===== src/rtl/sdrd_reqarb_if.sv =====
// sdrd_reqarb_if: requester, SPI controller and status signals of sdrd_reqarb; ERR exists only with SDRD_ARB_TIMEOUT_EN
interface sdrd_reqarb_if;
   logic        REQ0_VALID;
   logic [31:0] REQ0_ADR;
   logic [31:0] REQ0_SIZE;
   logic        REQ0_ACK;
   logic        REQ0_DONE;
   logic        REQ1_VALID;
   logic [31:0] REQ1_ADR;
   logic [31:0] REQ1_SIZE;
   logic        REQ1_ACK;
   logic        REQ1_DONE;
   logic        SPI_BUSY;
   logic        SPI_INIT;
   logic [31:0] SPIN_ACCESS_ADR;
   logic [31:0] SPIN_ACCESS_SIZE;
   logic [1:0]  SPIN_DATATYPE;
   logic [1:0]  GRANT;
`ifdef SDRD_ARB_TIMEOUT_EN
   logic        ERR;
`endif
   modport master (
      output REQ0_VALID, REQ0_ADR, REQ0_SIZE, REQ1_VALID, REQ1_ADR, REQ1_SIZE, SPI_BUSY, SPI_INIT,
      input  REQ0_ACK, REQ0_DONE, REQ1_ACK, REQ1_DONE, SPIN_ACCESS_ADR, SPIN_ACCESS_SIZE, SPIN_DATATYPE, GRANT
`ifdef SDRD_ARB_TIMEOUT_EN
      , input ERR
`endif
   );
   modport slave (
      input  REQ0_VALID, REQ0_ADR, REQ0_SIZE, REQ1_VALID, REQ1_ADR, REQ1_SIZE, SPI_BUSY, SPI_INIT,
      output REQ0_ACK, REQ0_DONE, REQ1_ACK, REQ1_DONE, SPIN_ACCESS_ADR, SPIN_ACCESS_SIZE, SPIN_DATATYPE, GRANT
`ifdef SDRD_ARB_TIMEOUT_EN
      , output ERR
`endif
   );
endinterface


===== src/rtl/sdrd_reqarb.sv =====
// sdrd_reqarb: round-robin arbiter that splits requests into sector-sized SD SPI reads; SDRD_ARB_TIMEOUT_EN adds a WAIT_DONE timeout and ERR
module sdrd_reqarb #(
   parameter int unsigned MAX_CHUNK = 512,
   parameter int unsigned BUSY_WAIT = 16,
   parameter int unsigned TIMEOUT   = 1000000
) (
   input logic          CLK,
   input logic          RST,
   sdrd_reqarb_if.slave bus
);
   typedef enum logic [2:0] {WAIT_RDY, IDLE, ISSUE, WAIT_BUSY, WAIT_DONE, FINISH} state_t;
   state_t      state, state_n;
   logic        last, pick, grab, step, fin, tmo;
   logic [1:0]  owner, ack, done, dt;
   logic [31:0] cur_adr, remain, cnt, adr_r, size_r, req_size;

   assign pick             = (bus.REQ0_VALID && bus.REQ1_VALID) ? ~last : bus.REQ1_VALID;
   assign req_size         = pick ? bus.REQ1_SIZE : bus.REQ0_SIZE;
   assign fin              = (state == FINISH) || tmo;
   assign bus.REQ0_ACK     = ack[0];
   assign bus.REQ1_ACK     = ack[1];
   assign bus.REQ0_DONE    = done[0];
   assign bus.REQ1_DONE    = done[1];
   assign bus.SPIN_ACCESS_ADR  = adr_r;
   assign bus.SPIN_ACCESS_SIZE = size_r;
   assign bus.SPIN_DATATYPE    = dt;
   assign bus.GRANT            = owner;

`ifdef SDRD_ARB_TIMEOUT_EN
   logic [31:0] tcnt;
   logic        err;
   assign tmo     = (state == WAIT_DONE) && (tcnt == TIMEOUT - 1);
   assign bus.ERR = err;
   // cycles spent waiting for the current chunk, and the sticky timeout flag
   always_ff @(posedge CLK or posedge RST) begin
      if (RST) begin
         tcnt <= '0;
         err  <= 1'b0;
      end else begin
         tcnt <= (state == WAIT_DONE) ? tcnt + 32'd1 : 32'd0;
         if (tmo) err <= 1'b1;
      end
   end
`else
   assign tmo = 1'b0;
`endif

   // state register
   always_ff @(posedge CLK or posedge RST) begin
      if (RST) state <= WAIT_RDY;
      else     state <= state_n;
   end

   // next state plus the grant and chunk-complete decisions
   always_comb begin
      state_n = state;
      grab    = 1'b0;
      step    = 1'b0;
      case (state)
         WAIT_RDY:  if (!bus.SPI_INIT && !bus.SPI_BUSY) state_n = (owner != 2'b00) ? ISSUE : IDLE;
         IDLE:      if (bus.REQ0_VALID || bus.REQ1_VALID) begin
                       grab    = 1'b1;
                       state_n = (req_size == 32'd0) ? FINISH : ISSUE;
                    end
         ISSUE:     state_n = WAIT_BUSY;
         WAIT_BUSY: state_n = bus.SPI_INIT ? WAIT_RDY : bus.SPI_BUSY ? WAIT_DONE :
                              (cnt == BUSY_WAIT - 1) ? ISSUE : WAIT_BUSY;
         WAIT_DONE: if (tmo) state_n = IDLE;
                    else if (bus.SPI_INIT) state_n = WAIT_RDY;
                    else if (!bus.SPI_BUSY) begin
                       step    = 1'b1;
                       state_n = (remain == size_r) ? FINISH : ISSUE;
                    end
         FINISH:    state_n = IDLE;
         default:   state_n = WAIT_RDY;
      endcase
   end

   // request latch, chunk registers, handshake pulses and round-robin pointer
   always_ff @(posedge CLK or posedge RST) begin
      if (RST) begin
         last    <= 1'b1;
         owner   <= '0;
         ack     <= '0;
         done    <= '0;
         dt      <= '0;
         cur_adr <= '0;
         remain  <= '0;
         cnt     <= '0;
         adr_r   <= '0;
         size_r  <= '0;
      end else begin
         ack  <= grab ? (pick ? 2'b10 : 2'b01) : 2'b00;
         done <= fin ? owner : 2'b00;
         dt   <= (state == ISSUE) ? (owner[1] ? 2'd2 : 2'd1) : 2'd0;
         cnt  <= (state == WAIT_BUSY) ? cnt + 32'd1 : 32'd0;
         if (grab) begin
            last    <= pick;
            owner   <= pick ? 2'b10 : 2'b01;
            cur_adr <= pick ? bus.REQ1_ADR : bus.REQ0_ADR;
            remain  <= req_size;
         end else if (fin) begin
            owner <= 2'b00;
         end
         if (state == ISSUE) begin
            adr_r  <= cur_adr;
            size_r <= (remain < 32'(MAX_CHUNK)) ? remain : 32'(MAX_CHUNK);
         end
         if (step) begin
            cur_adr <= cur_adr + size_r;
            remain  <= remain - size_r;
         end
      end
   end
endmodule


===== src/flat_wrapper.sv =====
// flat-port wrapper written by rule: the top's interface ports become plain ports
module sdrd_reqarb_flat 
#(
   parameter int unsigned MAX_CHUNK = 512,
   parameter int unsigned BUSY_WAIT = 16,
   parameter int unsigned TIMEOUT   = 1000000
)
  (CLK, RST, bus_REQ0_VALID, bus_REQ0_ADR, bus_REQ0_SIZE, bus_REQ1_VALID, bus_REQ1_ADR, bus_REQ1_SIZE, bus_SPI_BUSY, bus_SPI_INIT, bus_REQ0_ACK, bus_REQ0_DONE, bus_REQ1_ACK, bus_REQ1_DONE, bus_SPIN_ACCESS_ADR, bus_SPIN_ACCESS_SIZE, bus_SPIN_DATATYPE, bus_GRANT);
  sdrd_reqarb_if bus_i ();
  input logic CLK;
  input logic RST;
  input wire logic [$bits(bus_i.REQ0_VALID)-1:0] bus_REQ0_VALID;
  input wire logic [$bits(bus_i.REQ0_ADR)-1:0] bus_REQ0_ADR;
  input wire logic [$bits(bus_i.REQ0_SIZE)-1:0] bus_REQ0_SIZE;
  input wire logic [$bits(bus_i.REQ1_VALID)-1:0] bus_REQ1_VALID;
  input wire logic [$bits(bus_i.REQ1_ADR)-1:0] bus_REQ1_ADR;
  input wire logic [$bits(bus_i.REQ1_SIZE)-1:0] bus_REQ1_SIZE;
  input wire logic [$bits(bus_i.SPI_BUSY)-1:0] bus_SPI_BUSY;
  input wire logic [$bits(bus_i.SPI_INIT)-1:0] bus_SPI_INIT;
  output wire logic [$bits(bus_i.REQ0_ACK)-1:0] bus_REQ0_ACK;
  output wire logic [$bits(bus_i.REQ0_DONE)-1:0] bus_REQ0_DONE;
  output wire logic [$bits(bus_i.REQ1_ACK)-1:0] bus_REQ1_ACK;
  output wire logic [$bits(bus_i.REQ1_DONE)-1:0] bus_REQ1_DONE;
  output wire logic [$bits(bus_i.SPIN_ACCESS_ADR)-1:0] bus_SPIN_ACCESS_ADR;
  output wire logic [$bits(bus_i.SPIN_ACCESS_SIZE)-1:0] bus_SPIN_ACCESS_SIZE;
  output wire logic [$bits(bus_i.SPIN_DATATYPE)-1:0] bus_SPIN_DATATYPE;
  output wire logic [$bits(bus_i.GRANT)-1:0] bus_GRANT;
  assign bus_i.REQ0_VALID = bus_REQ0_VALID;
  assign bus_i.REQ0_ADR = bus_REQ0_ADR;
  assign bus_i.REQ0_SIZE = bus_REQ0_SIZE;
  assign bus_i.REQ1_VALID = bus_REQ1_VALID;
  assign bus_i.REQ1_ADR = bus_REQ1_ADR;
  assign bus_i.REQ1_SIZE = bus_REQ1_SIZE;
  assign bus_i.SPI_BUSY = bus_SPI_BUSY;
  assign bus_i.SPI_INIT = bus_SPI_INIT;
  assign bus_REQ0_ACK = bus_i.REQ0_ACK;
  assign bus_REQ0_DONE = bus_i.REQ0_DONE;
  assign bus_REQ1_ACK = bus_i.REQ1_ACK;
  assign bus_REQ1_DONE = bus_i.REQ1_DONE;
  assign bus_SPIN_ACCESS_ADR = bus_i.SPIN_ACCESS_ADR;
  assign bus_SPIN_ACCESS_SIZE = bus_i.SPIN_ACCESS_SIZE;
  assign bus_SPIN_DATATYPE = bus_i.SPIN_DATATYPE;
  assign bus_GRANT = bus_i.GRANT;
  sdrd_reqarb #(.MAX_CHUNK(MAX_CHUNK), .BUSY_WAIT(BUSY_WAIT), .TIMEOUT(TIMEOUT)) u_core (.CLK(CLK), .RST(RST), .bus(bus_i));
endmodule

===== config.mk =====
export PLATFORM = sky130hd
export DESIGN_NAME = sdrd_reqarb_flat
export DESIGN_NICKNAME = d
export VERILOG_FILES = /design/src/rtl/sdrd_reqarb_if.sv /design/src/rtl/sdrd_reqarb.sv /design/src/flat_wrapper.sv
export SDC_FILE = /design/constraint.sdc
export NUM_CORES = 1
export LEC_CHECK = 0
export ABC_CLOCK_PERIOD_IN_PS = 8450
export CAP_MARGIN = 20
export CORE_MARGIN = 2
export CORE_UTILIZATION = 30
export CTS_BUF_LIST = sky130_fd_sc_hd__clkbuf_2 sky130_fd_sc_hd__clkbuf_4 sky130_fd_sc_hd__clkbuf_8
export DETAILED_ROUTE_END_ITERATION = 6
export PLACE_DENSITY = 0.58
export RECOVER_POWER = 25
export SYNTH_ARGS = -nofsm -noshare
export SYNTH_HDL_FRONTEND = slang
export SYNTH_SLANG_ARGS = --single-unit

===== constraint.sdc =====
create_clock -name CLK -period 8.45 [get_ports CLK]
set_input_delay 2.535 -clock CLK [delete_from_list [all_inputs] [get_ports CLK]]
set_output_delay 2.535 -clock CLK [all_outputs]
set_load 0.03 [all_outputs]

==> qor.yml, run 1 <==
synth-seq-cells: 172
drt_wl_total_um: 34600
ys_seq_area_share_pct: 39.8
syn_to_final_growth_pct: 26.8
synth_top_area_share_pct: 39.6
drt_pass1_iterations: 6
async_flop_share_pct: 100
io_buffers: 205
path_clk_slew_ps: 90
die_w_um: 194
cts_tree: "yes"
synthTopCellsByArea: "dfrtp_1, nand2_1, ha_1"
holdCritPathClass: "register to register"
fillers: 3628
critPathCaptureType: "async pin"
routed-via-count: 9932
worstPathArrival_ps: 6400
final_cell_mix: "nand2_1, clkdlybuf4s50_1, dfrtp_1"
max_freq_mhz: 171
worstPathMaxFanout: 90
clock_skew_ps: 19.2
grt_pass1_wl_um: 54700
via_per_inst: 5.11
numCtsBuffers: 17
io_pins: 206
drv_cap: 4
dp_slack_ps: 2580
setup_slack_ps: 2600
cts.sinks: 172
cts_root_buffer: "clkbuf_8"
drive_gt1_share_pct: 4.18
antenna_found_initial: 2
p_leak_nw: 5.90
hpwlAfterDp_um: 25600
tightest_slew_ps: 4180
synth_ff_type: "dfrtp_1"
setup_tns_ps: 0
met2_usage_pct: 29.2
drc: 0
cp-start-kind: "input pin"
hold_violations: 0
setup_viol_count_final: 0
initial_core_util_pct: 30.4
gr-usage-met1_pct: 24.6
grt_pass1_vias: 9774
ys_types: 57
final_max_slew_viol_count: 191
place_congestion: 0.894
layout.nets: 1669
cts_hold_buf: 0
powerDensity_nw_per_um2: 294
grtUsageTotal_pct: 18.4
grt.busiest_layer: "met2"
status: "finished, violations left"
ctsResizeCount: 0
postSynthCellCount: 1290
routedWlPerCell_um: 17.8
synth.avg_cell_area_um2: 8.39
dieArea_um2: 37600
ys_warn_count: 0
detail-route-antenna-nets: 0
post-route-period-util_pct: 69.3
syn_nets: 1490
multi_input_area_um2: 6100
setup.worst_path.class: "input pin to async pin"
dr.first_iter.drc_count: 609
clock_latency_ps: 500
post_cts_buffers: 0
die_h_um: 194
htreeDepth: 4
grt.overflow.total: 0
max_slew_margin_pct: -180
netlist_area_um2: 10800
violations: "capacitance limit, slew limit"
cts_buffer_depth: 2
grt_setup_unrepaired: "no"
final_common_cell: "nand2_1"
vdd_drop_max_mv: 0.142
required_ps: 9000
synth_area_leader_cell: "dfrtp_1"
met3_usage_pct: 4.68
synth_edf_count: 0
core_area_um2: 35600
ff_latch_area_um2: 4310
period_needed_ps: 5850
fp-row-count: 69
grt_max_degree: 91
## cell families after synthesis
kind of cell | count (synthesis) | share of synthesized area [%]
and+or+nand+nor | 531 | 21.7
AOI/OAI and AO/OA | 307 | 18.5
DFF | 172 | 39.8
buffers and inverters | 114 | 3.96
xor gates and xnor gates | 84 | 6.80
adders and majority gates | 66 | 7.77
muxes | 16 | 1.48
## sequential cells by signal, indices dropped and copies added, names as in the netlist
register / flops
u_core.state: 3
u_core.cur_adr: 32
u_core.bus.SPIN_ACCESS_ADR: 32
u_core.bus.SPIN_DATATYPE: 2
u_core.bus.SPIN_ACCESS_SIZE: 32
u_core.remain: 32
u_core.last: 1
u_core.done: 2
u_core.bus.GRANT: 2
u_core.cnt: 32
u_core.ack: 2
## worst max-delay path: stages
cell,delay [ps]
dlygate4sd3_1,550
clkinvlp_2,2310
buf_4,860
## where the power goes
group          total, W  internal, W  switching [W]  leakage (nW)
Combinational   0.00216     0.000881        0.00128          3.54
Clock          0.000580     0.000237       0.000343         0.185
Sequential      0.00130      0.00108       0.000217          2.18
## layout make-up
class | count | share of cell area [%]
inverters | 57 | 1.57
multi-input cells | 1004 | 44.5
clock buffers | 17 | 1.71
diodes | 2 | 0.0365
well taps | 461 | 4.20
repair buffers | 217 | 15.6
flip-flops and latches | 172 | 31.4
clock inverters | 15 | 1.02
## metrics by stage
stage / util (%) / cell area [µm²] / hold slack [ps] / cells / total power (W)
final: 38.6 / 13700 / 468 / 1945 / 0.00404
after global routing: 38.6 / 13700 / 489 / 1945 / 0.00437
after detailed placement: 37.6 / 13400 / 457 / 1911 / 0.00347
after CTS: 38.6 / 13700 / 470 / 1943 / 0.00407
after global placement: 37.6 / 13400 / 449 / 1911 / 0.00344
after floorplan: - / 10800 / 433 / 1290 / 0.00278
## routing by layer
layer,vias up,part of all wire (%)
li1,4907,-
met1,4709,46
met2,283,46
met3,33,5.9
met4,0,1.9
met5,-,0
## synthesized netlist by cell type, drive strengths merged, types with 6 or more instances
cell type / n
a31oi: 6
nor4: 23
xor2: 45
nor2: 98
clkbuf: 50
o21a: 6
ha: 64
nand4: 19
o21ai: 88
a21oi: 72
o221ai: 9
nand2b: 9
o21bai: 10
o211ai: 46
nor2b: 6
a21o: 28
mux2i: 16
a221o: 7
dfrtp: 171
nand2: 262
a211oi: 8
inv: 57
xnor2: 39
or3: 9
buf: 7
nor3: 14
and3: 8
nand3: 67
## final timing paths
check                                      to  cells after the start  slack, ps                      startpoint
setup / recovery           u_core.cur_adr[31]                      3       2600                             RST
hold / removal                  u_core.cnt[0]                      1        470                   u_core.cnt[0]
setup reg to reg           u_core.cur_adr[30]                     13       4530  u_core.bus.SPIN_ACCESS_SIZE[0]
hold reg to reg                 u_core.cnt[0]                      1        470                   u_core.cnt[0]
max in group CLK              u_core.state[1]                     11       3150                  bus_REQ0_VALID
min in group asynchronous  u_core.cur_adr[20]                      2       3720                             RST
Note: power is estimated with default switching activity, not from simulation.
==> run 2: changes to the inputs <==
--- a/config.mk
+++ b/config.mk
@@ -5,7 +5,7 @@
 export SDC_FILE = /design/constraint.sdc
 export NUM_CORES = 1
 export LEC_CHECK = 0
-export ABC_CLOCK_PERIOD_IN_PS = 8450
+export ABC_CLOCK_PERIOD_IN_PS = 5750
 export CAP_MARGIN = 20
 export CORE_MARGIN = 2
 export CORE_UTILIZATION = 30
==> constraint.sdc (replaced) <==
create_clock -name CLK -period 5.75 [get_ports CLK]
set_input_delay 1.725 -clock CLK [delete_from_list [all_inputs] [get_ports CLK]]
set_output_delay 1.725 -clock CLK [all_outputs]
set_load 0.03 [all_outputs]
==> run 2 against run 1 <==
  * Sequential cell count did not move
  * Largest power group unchanged
  * The run still ends with capacitance limit, slew limit left
  * Die area did not move
  * Utilization rose by 0.15 points
==> qor.yml, run 2 (same netlist as run 1, synthesis figures left out) <==
grt_pass1_wl_um: 54300  # -0.79%
drive_gt1_share_pct: 4.38  # +0.19 points
core_area_um2: 35600  # unchanged
regToRegSetupSlack_ps: 1910  # -2620 ps
htreeDepth: 4  # unchanged
drc: 0  # unchanged
status: "finished, violations left"
post_cts_buffers: 0  # unchanged
ctsResizeCount: 0  # unchanged
syn_to_final_growth_pct: 27.3
critPathCaptureType: "register"
routed-via-count: 9931  # -0.010%
detail-route-antenna-nets: 0  # unchanged
violations: "capacitance limit, slew limit"
grt.overflow.total: 0  # unchanged
die_h_um: 194  # unchanged
place_congestion: 0.911  # +1.9%
initial_core_util_pct: 30.4  # unchanged
antenna_found_initial: 0  # -2
dieArea_um2: 37600  # unchanged
layout.nets: 1672  # +0.18%
dr.first_iter.drc_count: 488  # -20%
hold_violations: 0  # unchanged
worstPathMaxFanout: 24  # -73%
cts_root_buffer: "clkbuf_8"
final_max_slew_viol_count: 105  # -45%
fp-row-count: 69  # unchanged
tightest_slew_ps: 2000  # -2190 ps
numCtsBuffers: 17  # unchanged
grt_max_degree: 114  # +25%
grt_pass1_vias: 9666  # -1.1%
diodes: 0  # -2
power_w: 0.00597  # +48%
setup_tns_ps: 0  # unchanged
routedWlPerCell_um: 17.7  # -0.53%
max_freq_mhz: 245
drt_pass1_iterations: 5  # -1
worstPathArrival_ps: 4470  # -1930 ps
clock_skew_ps: 23.9  # +4.66 ps
cts.sinks: 172  # unchanged
cts_hold_buf: 0  # unchanged
post-route-period-util_pct: 71.1
path_clk_slew_ps: 120  # +30 ps
powerDensity_nw_per_um2: 433  # +47%
die_w_um: 194  # unchanged
cts_tree: "yes"
final_common_cell: "nand2_1"
io_pins: 206  # unchanged
via_per_inst: 5.10  # about the same
hpwlAfterDp_um: 25700  # +0.39%
io_buffers: 205  # unchanged
setup_viol_count_final: 0  # unchanged
vdd_drop_max_mv: 0.216  # +52%
drt_wl_total_um: 34500  # -0.48%
cp-start-kind: "input pin"
max_slew_margin_pct: -33.1  # +150 points
setup.worst_path.class: "input pin to register"
whs_ps: 477  # +8.88 ps
period_needed_ps: 4090
required_ps: 6130  # -2870 ps
final_cell_mix: "nand2_1, clkdlybuf4s50_1, dfrtp_1"
holdCritPathClass: "register to register"
grt_setup_unrepaired: "no"
drv_cap: 3  # -1
clock_latency_ps: 480  # -20 ps
p_leak_nw: 5.94  # +0.65%
cts_buffer_depth: 2  # unchanged
grtUsageTotal_pct: 18.1  # -0.27 points
[run 2: layer usage]
layer	track usage, %	share of wire [%]
met5	0	0
met4	5.39	2.1
met3	2.90	4.6
met2	29.6	46
met1	24.6	47
[run 2: power by group]
part / switching (W) / internal [W] / leakage [nW]
registers: 0.000314 / 0.00158 / 2.18
clock network: 0.000528 / 0.000367 / 0.205
logic: 0.00187 / 0.00130 / 3.55
[run 2: final cells by class]
type | instances | area [µm²]
Tap cell | 461 | 577
Sequential cell | 172 | 4310
Clock inverter | 15 | 163
Fill cell | 3702 | 21800
Multi-Input combinational cell | 1004 | 6100
Clock buffer | 17 | 234
Timing Repair Buffer | 220 | 2170
Inverter | 57 | 215
[run 2: path summary, 6_finish.rpt]
check                      cells past startpoint                              to                      startpoint
max in group asynchronous                      3               u_core.remain[21]                             RST
setup reg to reg                              13              u_core.cur_adr[30]  u_core.bus.SPIN_ACCESS_SIZE[0]
min in group asynchronous                      2  u_core.bus.SPIN_ACCESS_ADR[24]                             RST
hold / removal                                 1                   u_core.cnt[0]                   u_core.cnt[0]
hold reg to reg                                1                   u_core.cnt[0]                   u_core.cnt[0]
setup / recovery                              12                 u_core.state[1]                  bus_REQ0_VALID
[run 2: critical path, cell delays in order]
cell	delay [ps]
clkdlybuf4s50_1	540
nand2_1	100
nand2_2	560
mux2i_1	330
nand4_1	150
a2111oi_0	380
buf_4	200
nor2_1	40
a21oi_1	140
a221oi_1	100
a21oi_1	140
nor2b_1	60
[run 2: metrics by stage]
step	utilization (%)	setup WS [ps]	instances	instance area, µm²
3_3_place_gp	37.7	1230	1914	13400
5_1_grt	38.7	1420	1946	13800
2_1_floorplan	-	1830	1290	10800
4_1_cts	38.8	1660	1946	13800
3_5_place_dp	37.7	1150	1914	13400
6_report	38.7	1660	1946	13800
==> run 3: changes to the inputs <==
--- a/config.mk
+++ b/config.mk
@@ -5,13 +5,13 @@
 export SDC_FILE = /design/constraint.sdc
 export NUM_CORES = 1
 export LEC_CHECK = 0
-export ABC_CLOCK_PERIOD_IN_PS = 5750
+export ABC_CLOCK_PERIOD_IN_PS = 3300
 export CAP_MARGIN = 20
 export CORE_MARGIN = 2
 export CORE_UTILIZATION = 30
 export CTS_BUF_LIST = sky130_fd_sc_hd__clkbuf_2 sky130_fd_sc_hd__clkbuf_4 sky130_fd_sc_hd__clkbuf_8
 export DETAILED_ROUTE_END_ITERATION = 6
-export PLACE_DENSITY = 0.58
+export PLACE_DENSITY = 0.6
 export RECOVER_POWER = 25
 export SYNTH_ARGS = -nofsm -noshare
 export SYNTH_HDL_FRONTEND = slang
==> constraint.sdc (replaced) <==
create_clock -name CLK -period 3.3 [get_ports CLK]
set_input_delay 0.99 -clock CLK [delete_from_list [all_inputs] [get_ports CLK]]
set_output_delay 0.99 -clock CLK [all_outputs]
set_load 0.03 [all_outputs]
==> run 3 against run 2 <==
  * The run still ends with capacitance limit, slew limit left
  * First-iteration DRC count grew 31%
  * Critical path depth grew 2
  * Clock-buffer cell count grew 1
  * Non-clock buffer count grew 77
  * Register-to-register slack lost 1900 ps
  * Largest cell class unchanged
  * Largest power group unchanged
  * Highest routed layer unchanged
==> qor.yml, run 3 (same netlist as run 1, synthesis figures left out) <==
hold_violations: 0  # unchanged
cts_buffer_depth: 2  # unchanged
grt_pass1_wl_um: 54200  # -0.20%
critPathMostFrequentCell: "a21oi_2"
antenna_found_initial: 1  # +1
detail-route-antenna-nets: 0  # unchanged
hpwlAfterDp_um: 26300  # +2.4%
worstPathArrival_ps: 3620  # -850 ps
post-route-cell-area_um2: 14600  # +6.1%
place_congestion: 0.903  # -0.97%
required_ps: 3660  # -2470 ps
htreeDepth: 4  # unchanged
power_w: 0.0108  # +82%
violations: "capacitance limit, slew limit"
p_leak_nw: 6.40  # +7.8%
io_pins: 206  # unchanged
dpl_cell_area_um2: 14100  # +5.0%
clock_skew_ps: 22.2  # -1.64 ps
whs_ps: 476  # -0.580 ps
path_buf_inv: 1  # -1
die_h_um: 194  # unchanged
cts_tree: "yes"
numCtsBuffers: 17  # unchanged
powerDensity_nw_per_um2: 742  # +71%
grt_setup_unrepaired: "yes"
setup_viol_count_final: 0  # unchanged
crit_family: "compound AO/OA/AOI/OAI gates"
dr.first_iter.drc_count: 640  # +31%
drive_gt1_share_pct: 10.1  # +5.7 points
path_cells: "ha_2 -> fa_2 -> a21oi_2 -> buf_4 -> o21ai_2 -> a21oi_2 -> o22ai_2 -> o41a_1 -> a221o_1 -> a21oi_4 -> o41ai_2 -> a31oi_1 -> xor2_1 -> o21ai_1"
period_needed_ps: 3260
dp.cells: 1986  # +3.8%
initial_core_util_pct: 30.4  # unchanged
dieArea_um2: 37600  # unchanged
grt.overflow.total: 0  # unchanged
max_slew_margin_pct: -22.7  # +10 points
critPathMaxStageDelay_ps: 400  # -160 ps
cts.sinks: 172  # unchanged
vdd_drop_max_mv: 0.324  # +50%
setup.worst_path.class: "register to register"
cts_root_buffer: "clkbuf_8"
drc: 0  # unchanged
drv_cap: 1  # -2
fp-row-count: 69  # unchanged
max_freq_mhz: 307
status: "finished, violations left"
routed-via-count: 10100  # +2.1%
holdCritPathClass: "register to register"
tightest_slew_ps: 1840  # -156 ps
grtUsageTotal_pct: 18.0  # -0.10 points
path_clk_slew_ps: 100  # -20 ps
io_buffers: 205  # unchanged
syn_to_final_growth_pct: 35.1
final_max_slew_viol_count: 41  # -61%
via_per_inst: 5.01  # -1.8%
post-route-period-util_pct: 98.8
drt_pass1_iterations: 5  # unchanged
slowest_stage: "dfrtp_1"
worstPathMaxFanout: 4  # -83%
instances_no_fill: 2024  # +4.0%
clock_latency_ps: 470  # about the same
layout.nets: 1749  # +4.6%
die_w_um: 194  # unchanged
critPathCaptureType: "register"
grt_pass1_vias: 10000  # +3.5%
final_cell_mix: "nand2_1, clkdlybuf4s50_1, dfrtp_1"
final_common_cell: "nand2_1"
core_area_um2: 35600  # unchanged
routedWlPerCell_um: 17.0  # -3.9%
drt_wl_total_um: 34400  # about the same
grt_max_degree: 53  # -54%
cp-start-kind: "register"
[run 3: cell types whose count changed in the layout (fill, tap and decap cells not counted), moves of 3 or more]
cell | previous run | this run
buf_4 | 9 | 74
buf_12 | 2 | 9
a21oi_1 | 69 | 64
a21oi_2 | 3 | 7
ha_1 | 64 | 60
inv_6 | 8 | 4
a211oi_1 | 7 | 4
clkbuf_1 | 4 | 7
inv_8 | 4 | 1
[run 3: worst reg2reg max path, stage by stage (launching register included)]
cell and delay (ps):
dfrtp_1 400, ha_2 200, fa_2 360, a21oi_2 150
buf_4 140, o21ai_2 90, a21oi_2 220, o22ai_2 100
o41a_1 350, a221o_1 370, a21oi_4 220, o41ai_2 100
a31oi_1 210, xor2_1 180, o21ai_1 70
[run 3: through the flow]
step / setup TNS, ps / utilization (%) / setup slack (ps)
2_1_floorplan: -61.4 / - / -61.4
3_3_place_gp: -670 / 39.6 / -230
3_5_place_dp: -745 / 39.6 / -218
4_1_cts: 0 / 41.0 / 2.43
5_1_grt: -132 / 41.1 / -88.3
6_report: 0 / 41.1 / 38.1
[run 3: where the power goes]
part	switching, W	internal [W]	total [W]
sequential	0.000543	0.00276	0.00330
clock	0.000853	0.000785	0.00164
combinational	0.00337	0.00253	0.00590
total	0.00476	0.00608	0.0108
[run 3: final cells by class]
cell class | count | area, µm²
Tap cell | 461 | 577
Inverter | 57 | 215
Timing Repair Buffer | 297 | 2840
Multi-Input combinational cell | 1004 | 6250
Antenna cell | 1 | 2.50
Fill cell | 3581 | 21000
Clock buffer | 18 | 248
Sequential cell | 172 | 4310
Clock inverter | 14 | 180
[run 3: routing by layer]
metal	part of all wire, %	global-route usage [%]	wire length [µm]	vias to the layer above
li1	-	-	-	5068
met1	45	23.9	15600	4776
met2	47	29.6	16000	256
met3	5.4	3.51	1860	42
met4	2.6	5.84	900	0
met5	0	0	0	-
[run 3: worst paths after layout]
| path | from | end | slack [ps] | cells past startpoint |
|---|---|---|---|---|
| max | u_core.bus.SPIN_ACCESS_SIZE[0] | u_core.cur_adr[30] | 40 | 14 |
| min | u_core.cnt[0] | u_core.cnt[0] | 480 | 1 |
| max reg2reg | u_core.bus.SPIN_ACCESS_SIZE[0] | u_core.cur_adr[30] | 40 | 14 |
| min reg2reg | u_core.cnt[0] | u_core.cnt[0] | 480 | 1 |
| max in group asynchronous | RST | u_core.bus.SPIN_ACCESS_SIZE[1] | 330 | 3 |
| min in group asynchronous | RST | u_core.cur_adr[29] | 1280 | 2 |
[run 3: repair_timing]
item | 4_1_cts | 5_1_grt
setup endpoints to repair | 5 | 15
pin swaps | 11 | 13
gates cloned | 0 | 0
buffers inserted | 1 | 4
resized for setup | 12 | 15
hold buffers | 0 | 0
